$ cat src/rtl/moore_pkg.sv
// Shared definitions for the Moore sequence detector: state encoding constants
// and the combinational KMP fallback used by the next-state logic.
package moore_pkg;

    localparam int SEQ_PAT_W_MAX = 16;
    // Widest state encoding any legal PAT_W needs; narrower instances truncate.
    localparam int SEQ_STATE_W   = $clog2(SEQ_PAT_W_MAX + 2);

    // All-ones is IDLE so that state code k equals match length k.
    localparam logic [SEQ_STATE_W-1:0] SEQ_IDLE = '1;

    // Bit i of the pattern in receive order (i = 0 is the first bit received).
    function automatic logic seq_bit(
        input logic [SEQ_PAT_W_MAX-1:0] pattern,
        input logic [SEQ_STATE_W-1:0]   i,
        input logic [SEQ_STATE_W-1:0]   pat_w
    );
        return pattern[4'(int'(pat_w) - 1 - int'(i))];
    endfunction

    // Longest proper suffix of (first k pattern bits, bit_in) that is also a
    // pattern prefix.
    function automatic logic [SEQ_STATE_W-1:0] seq_fail(
        input logic [SEQ_PAT_W_MAX-1:0] pattern,
        input logic [SEQ_STATE_W-1:0]   k,
        input logic                     bit_in,
        input logic [SEQ_STATE_W-1:0]   pat_w
    );
        int                     kk;
        int                     pw;
        int                     idx;
        logic                   ok;
        logic                   s_bit;
        logic [SEQ_STATE_W-1:0] best;
        kk   = int'(k);
        pw   = int'(pat_w);
        best = '0;
        for (int len = 1; len <= SEQ_PAT_W_MAX; len++) begin
            if (len <= kk) begin
                ok = 1'b1;
                for (int j = 0; j < SEQ_PAT_W_MAX; j++) begin
                    if (j < len) begin
                        idx   = kk + 1 - len + j;
                        s_bit = (idx == kk) ? bit_in : pattern[4'(pw - 1 - idx)];
                        if (s_bit != pattern[4'(pw - 1 - j)]) ok = 1'b0;
                    end
                end
                if (ok) best = SEQ_STATE_W'(len);
            end
        end
        return best;
    endfunction

endpackage

$ cat src/rtl/seq_match_cnt.sv
// Saturating match counter; a clear request wins over a same-cycle increment.
module seq_match_cnt #(
    parameter int CNT_W = 8
) (
    input  logic             clk,
    input  logic             rst,
    input  logic             inc,
    input  logic             clr,
    output logic [CNT_W-1:0] cnt,
    output logic             sat
);

    assign sat = &cnt;

    always_ff @(posedge clk) begin
        if (rst || clr) begin
            cnt <= '0;
        end else if (inc && !sat) begin
            cnt <= cnt + CNT_W'(1);
        end
    end

endmodule

$ cat src/rtl/moore_seq_detect.sv
// Parametrised Moore sequence detector, MSB of PATTERN received first, with
// optional overlapping detection, input enable and saturating match counter.
//
// state  | meaning
// IDLE   | just out of reset; next edge always goes to M0, din ignored
// Mk     | last k received bits equal the first k pattern bits (0 <= k < PAT_W)
// M[W]   | full pattern seen; match = 1
module moore_seq_detect
    import moore_pkg::*;
#(
    parameter int               PAT_W   = 4,
    parameter logic [PAT_W-1:0] PATTERN = 4'b1011,
    parameter bit               OVERLAP = 1'b1,
    parameter int               CNT_W   = 8
) (
    input  logic             clk,
    input  logic             rst,
    input  logic             en,
    input  logic             din,
    input  logic             clr_cnt,
    output logic             match,
    output logic [CNT_W-1:0] match_cnt,
    output logic             cnt_sat
);

    localparam int                         STATE_W = $clog2(PAT_W + 2);
    localparam logic [STATE_W-1:0]         S_IDLE  = SEQ_IDLE[STATE_W-1:0];
    localparam logic [STATE_W-1:0]         S_M0    = '0;
    localparam logic [STATE_W-1:0]         S_FULL  = STATE_W'(PAT_W);
    localparam logic [SEQ_PAT_W_MAX-1:0]   PAT_EXT = SEQ_PAT_W_MAX'(PATTERN);
    localparam logic [SEQ_STATE_W-1:0]     PW      = SEQ_STATE_W'(PAT_W);

    logic [STATE_W-1:0]     state;
    logic [STATE_W-1:0]     state_next;
    logic [SEQ_STATE_W-1:0] state_ext;
    logic                   next_bit;
    logic                   first_bit;
    logic                   inc;

    always_comb begin
        state_ext  = SEQ_STATE_W'(state);
        next_bit   = seq_bit(PAT_EXT, state_ext, PW);
        first_bit  = seq_bit(PAT_EXT, '0, PW);
        state_next = state;
        if (state == S_IDLE) begin
            state_next = S_M0;
        end else if (en) begin
            if (state == S_FULL && !OVERLAP) begin
                // Non-overlapping: a completed match restarts from M0.
                state_next = (din == first_bit) ? STATE_W'(1) : S_M0;
            end else if (state != S_FULL && din == next_bit) begin
                state_next = state + STATE_W'(1);
            end else begin
                state_next = STATE_W'(seq_fail(PAT_EXT, state_ext, din, PW));
            end
        end
    end

    always_ff @(posedge clk) begin
        if (rst) begin
            state <= S_IDLE;
        end else begin
            state <= state_next;
        end
    end

    assign match = (state == S_FULL);
    assign inc   = en && (state_next == S_FULL);

    seq_match_cnt #(
        .CNT_W (CNT_W)
    ) u_cnt (
        .clk (clk),
        .rst (rst),
        .inc (inc),
        .clr (clr_cnt),
        .cnt (match_cnt),
        .sat (cnt_sat)
    );

endmodule

$ cat config.mk
export PLATFORM = sky130hd
export DESIGN_NAME = moore_seq_detect
export DESIGN_NICKNAME = d
export VERILOG_FILES = /design/src/rtl/moore_pkg.sv /design/src/rtl/seq_match_cnt.sv /design/src/rtl/moore_seq_detect.sv
export SDC_FILE = /design/constraint.sdc
export NUM_CORES = 1
export LEC_CHECK = 0
export ABC_AREA = 1
export BUFFER_PORTS_ARGS = -buffer_cell sky130_fd_sc_hd__buf_4
export CORE_AREA = 2 2 74 76
export DETAILED_ROUTE_END_ITERATION = 8
export DIE_AREA = 0 0 76 78
export PLACE_DENSITY_LB_ADDON = 0.1
export SLEW_MARGIN = 10
export SYNTH_ARGS = -nofsm -noshare
export SYNTH_HDL_FRONTEND = slang
export SYNTH_SLANG_ARGS = --single-unit
$ cat constraint.sdc
create_clock -name clk -period 3.1 [get_ports clk]
set_input_delay 0.31 -clock clk [delete_from_list [all_inputs] [get_ports clk]]
set_output_delay 0.31 -clock clk [all_outputs]
set_load 0.1 [all_outputs]
# ---- Word level (Yosys, flattened, before mapping)
# Memory sizes are Yosys's and may differ from the RTL's.
# Index checks and enable logic that the tools add are counted.
dict set report word_totals {
  n_memories 23
  ram_bits 0
  mem_bits_ro 368
  latch_bits 0
  register_bits 11
  in_bits 5
}
# name words word_bits rd rd_clocked_by_memory_dff wr line_no
set mem_list {}
lappend mem_list {{(no name shown)} 16 1 1 0 0 moore_pkg.sv:44} ;# s_bit = (idx == kk) ? bit_in : pattern[4'(pw - 1 - idx)];
lappend mem_list {{(no name shown)} 16 1 1 0 0 moore_pkg.sv:44}
lappend mem_list {{(no name shown)} 16 1 1 0 0 moore_pkg.sv:44}
lappend mem_list {{(no name shown)} 16 1 1 0 0 moore_pkg.sv:44}
lappend mem_list {{(no name shown)} 16 1 1 0 0 moore_pkg.sv:44}
lappend mem_list {{(no name shown)} 16 1 1 0 0 moore_pkg.sv:44}
lappend mem_list {{17 more memories} n/a n/a n/a n/a n/a n/a}
dict set report classes {
  magnitude_cmp 30
  mux 141
  eq_ne 27
  n_shift 0
  n_div 0
  n_mul 0
  n_addsub 48
  reduce_logical 6
  bitwise_logic 0
}
# operator n
set ops {}
lappend ops {{$eq A32 B4 Y1} 11}
lappend ops {{$lt A4 B6 Y1 const B} 23}
lappend ops {{$add A32 B3 Y32 const B} 4}
lappend ops {{$mux W1} 120}
lappend ops {{$sub A3 B4 Y4 const A} 22}
lappend ops {{$add A32 B2 Y32 const B} 2}
lappend ops {{$mux W3} 20}
lappend ops {{$eq A6 B4 Y1} 6}
lappend ops {{$add A5 B3 Y6 const B} 5}
lappend ops {{$eq A5 B4 Y1} 5}
lappend ops {{$add A5 B2 Y6 const B} 4}
lappend ops {{$sub A4 B3 Y5 const B} 4}
lappend ops {{$le A3 B3 Y1 const A} 4}
lappend ops {{$sub A4 B2 Y5 const B} 2}
lappend ops {{$eq A3 B3 Y1 const B} 3}
lappend ops {{$add A8 B1 Y8 const B} 1}
lappend ops {{$reduce_and A8 Y1} 1}
lappend ops {{$le A2 B3 Y1 const A} 2}
lappend ops {{$sub A4 B1 Y5 const B} 1}
lappend ops {{$add A3 B1 Y4 const B} 1}
lappend ops {{$sub A2 B3 Y4 const A} 1}
lappend ops {{$add A3 B1 Y3 const B} 1}
lappend ops {{$le A1 B3 Y1 const A} 1}
lappend ops {{$logic_and A1 B1 Y1} 3}
lappend ops {{other kinds (5)} 5}

# ---- Logic depth before layout (Yosys ltp)
dict set report depth {
  ltp_word 38
  mapped_depth 26
  mapped_depth_nobuf 25
}

# ---- Cells and area by module
# Synthesis repeated with hierarchy kept, for this count alone.
dict set report hier_totals {
  hier_cells 337
  hier_area_um2 1848.0
}
# module n_inst cells_each area_each_um2 seq_area_each_um2
set by_module_without_submodules {}
lappend by_module_without_submodules {moore_seq_detect 1 265 1391.3 60.1}
lappend by_module_without_submodules {seq_match_cnt 1 72 456.7 160.2}

# ---- Least setup slack after synthesis
# No wires, ideal clock.
dict set report synth_timing {
  path_kind {reg-to-reg}
  from {register state[0]}
  to {register u_cnt.cnt[2]}
  path_buffers 0
  path_stages_with_launch 22
  arrival_ns 2.919
  slack_ns 0.059
  cell_sequence {dfxtp_1 -> ha_1 -> inv_1 -> ha_1 -> inv_2 -> nand2_1 -> nand2_1 -> inv_1 -> ha_1 -> xor2_1 -> nor2_1 -> nand2_1 -> nand2_1 -> nand3_1 -> nand2_1 -> nor2_1 -> nor2_2 -> nand4_1 -> inv_2 -> nand3_4 -> nand2_1 -> a21oi_1}
}
dict set report synth_via {
  elab_chain_len 38
}
# element line_no
set synth_rtl {}
lappend synth_rtl {{from (decl)} moore_seq_detect.sv:33} ;# logic [STATE_W-1:0] state;
lappend synth_rtl {{from (signal assigned)} moore_seq_detect.sv:63} ;# state <= state_next;
lappend synth_rtl {{parallel branches: the longest is 34 deep, another holds $add A5 B2 Y6} n/a}
lappend synth_rtl {{$mux W3 (*)} moore_seq_detect.sv:45} ;# if (state == S_IDLE) begin
lappend synth_rtl {{$eq A3 B3 Y1 (*)} moore_seq_detect.sv:68} ;# assign inc = en && (state_next == S_FULL);
lappend synth_rtl {{$logic_and A1 B1 Y1 (*)} moore_seq_detect.sv:68}
lappend synth_rtl {{$logic_and A1 B1 Y1 (*)} seq_match_cnt.sv:18} ;# end else if (inc && !sat) begin
lappend synth_rtl {{to (signal assigned)} seq_match_cnt.sv:19} ;# cnt <= cnt + CNT_W'(1);
lappend synth_rtl {{to (decl)} seq_match_cnt.sv:9} ;# output logic [CNT_W-1:0] cnt,
# Mark *: on every way between the ends. The select of a mux whose other input is x is not followed.
# A chain may end at the register's enable or synchronous reset.

# ---- Worst setup path after layout
dict set report layout_timing {
  from {register state[1]}
  to {register u_cnt.cnt[5]}
}
# Same word-level chain as after synthesis.

==> metrics <==
# IOs 15; Synth Area per Inst between 5 and 6 um^2; GPL Wtd Cong slightly below 0.9; Hold Fails Final Rpt 0; Core ar. between 5000 and 6000 um^2; number of synthesized register bits 11; largest delay contributor family on the critical path simple AND/OR/NAND/NOR gates; Initial Util 44.91%; CTS tree built; FP Rows 26; placed cell count slightly below 500; Min Clock Period, post-route around 3000 ps; syn nets a little over 400; final max-slew violation count 0; Clock Sinks 11; post-synthesis sequential area ratio between 9 and 10%; H-Tree Depth 1; first-pass iteration count of the detailed router 4; post-route cell area roughly 3300 um^2; Post-Syn Instances a little under 400; run status finished clean; Post-Layout Cell Count 526; vias in the first global route roughly 2400; antenna cells 0; fin crit share just under 100%; Worst path max stage delay between 300 and 400 ps; largest net degree at the start of global routing 13; DR vias 2736; layout cells sized above 1 a little under two fifths; Final nets ~480; FFs w/ async S/R, synth 0%; initial antenna violation count 0; skew final ~2.8 ps; most frequent CP cell nand2_1; Worst Hold Class in -> reg; Cell Area, Synth around 2300 um^2; Yosys cell types 34; CTS Buffer Depth 2; wire per inst about 14 um; RSZ-0062 raised after global routing true; clock latency on the worst-skew pair 240 ps; top_reg_cell synth dfxtp_1; Slew headroom between 70 and 80%; PortBufs 14; Multi-input gate area roughly 2100 um^2; DRT Wirelength around 7.4 mm; Worst Path Buf+Inv 5; placed inst area 2635 um^2; Setup CP Type reg -> reg; final antenna-violating net count 0; first-pass GRT wire length between 10 and 15 mm; CTS buffer count 3; Layout area overhead 45.03%; post-DP HPWL around 5.2 mm; via/cell ratio approximately 5.2; maxcap violations 0; Worst-Margin Slew 347.2 ps; clk slew on worst S/H paths 50 ps; full die area approximately 5900 um^2; fill count 440; CTS root buf clkbuf_8; grt ovf 0; GRT Total Usage 23.24%; Worst EP required approximately 3300 ps; die height a little under 80 um; Worst setup EP type flip-flop; CP Launch Type flip-flop; Ys Warns 0; Setup Slack @ Placement -83.81 ps; # setup viols final 0; Slowest-stage cell, CP dfxtp_4; Max Freq 329.4 MHz; Sequential Area 226.5 um^2; die width around 76 um; setup slack after layout 63.92 ps; Initial DRC Count 165; CP arrival between 3000 and 4000 ps; Worst Path Max Fanout 8; Post-synth EDFFs 0; DR DRC count 0
==> cell usage after synthesis, types with 2 or more instances <==
cell type | count | area share, %
nand3_1 | 49 | 11
nand3b_1 | 2 | 0.66
xnor2_1 | 4 | 1.5
a21oi_2 | 3 | 1.2
inv_2 | 5 | 0.83
nand2_1 | 113 | 19
buf_4 | 2 | 0.66
nor3_1 | 2 | 0.44
a21oi_1 | 19 | 4.2
nand3_4 | 2 | 1.5
nand2_4 | 7 | 3.5
buf_6 | 3 | 1.5
dfxtp_1 | 11 | 9.7
nand3_2 | 3 | 1.3
nor2_1 | 30 | 5.0
inv_1 | 42 | 7.0
xor2_1 | 8 | 3.1
nand2_2 | 18 | 5.0
buf_2 | 3 | 0.66
a211oi_1 | 2 | 0.66
o21ai_0 | 10 | 2.2
nor2_2 | 4 | 1.1
nand4_1 | 13 | 3.6
ha_1 | 21 | 12
==> cell type report <==
type | count | share of cell area, %
clock buffers | 4 | 1.371
repair buffers | 72 | 17.79
inverters | 48 | 6.324
well taps | 70 | 2.667
multi-input cells | 320 | 64.72
repair inverters | 1 | 0.2286
flip-flops and latches | 11 | 6.895
==> cells by family (layout without fill, tap and decap cells) <==
family | Yosys count | count (layout) | share of synthesized area [%]
simple gates | 246 | 248 | 53.09
buf+inv | 57 | 125 | 11.16
compound gates | 39 | 39 | 9.779
fa+ha+maj | 21 | 21 | 11.60
xor+xnor | 12 | 12 | 4.641
flops | 11 | 11 | 9.724
==> final timing paths <==
kind / start / endpoint / slack [ps] / cells after the start
worst min-delay path: rst / state[1] / 300 / 3
worst max register to register: state[1] / u_cnt.cnt[5] / 60 / 25
worst max-delay path: state[1] / u_cnt.cnt[5] / 60 / 25
worst min register to register: u_cnt.cnt[4] / u_cnt.cnt[4] / 470 / 2
==> sequential cells by signal, indices dropped and copies added (netlist names) <==
signal and cells:
u_cnt.cnt 8, state 3
==> cell usage in the layout, fill, tap and decap left out, types with 2 or more instances in the layout <==
cell type and n:
buf_6 3, nand3b_1 2, a21oi_2 10, nand3_4 4, nand2_4 12, o21ai_1 4, nand3_1 47, inv_4 3
inv_2 5, dfxtp_1 8, o21ai_0 6, nand3_2 3, nor3_1 2, ha_1 11, clkbuf_8 3, a21oi_1 11
nor2_1 25, ha_4 10, buf_12 2, nand2_1 96, nor2_2 7, xor2_1 8, nand2_2 30, nor2_4 2
buf_4 66, inv_1 38, nand4_1 13, xnor2_1 3, dfxtp_2 2, nand2_8 2
==> worst register-to-register path, delay by kind of cell (launching register included) <==
kind	cells	cell delay (ps)
compound gates	1	120
buf+inv	5	510
flops	1	370
simple gates	17	1520
fa+ha+maj	2	450
==> layer usage <==
layer,global-route usage (%),routed length [um]
met1,31.11,3183
met2,40.45,3522
met3,1.395,456
met4,6.545,207
met5,0,0
==> timing repair <==
action,in CTS,in global routing
hold buffers,0,0
gates cloned,1,2
endpoints found under the setup margin,8,8
pin swaps,2,45
setup buffers,4,23
resized for setup,5,85
==> stage by stage <==
stage                     util (%)  hold WS (ps)  setup TNS (ps)
after global routing         65.14         317.3          -622.4
final                        65.14         299.9               0
after CTS                    54.64         294.7               0
after global placement       52.26         465.1          -277.5
after detailed placement     52.26         482.9          -608.2
after floorplan                  -         423.5               0
Power is left out: the tool's default activity adds up to more than one toggle a clock period on the data nets, which glitch-free logic cannot reach.
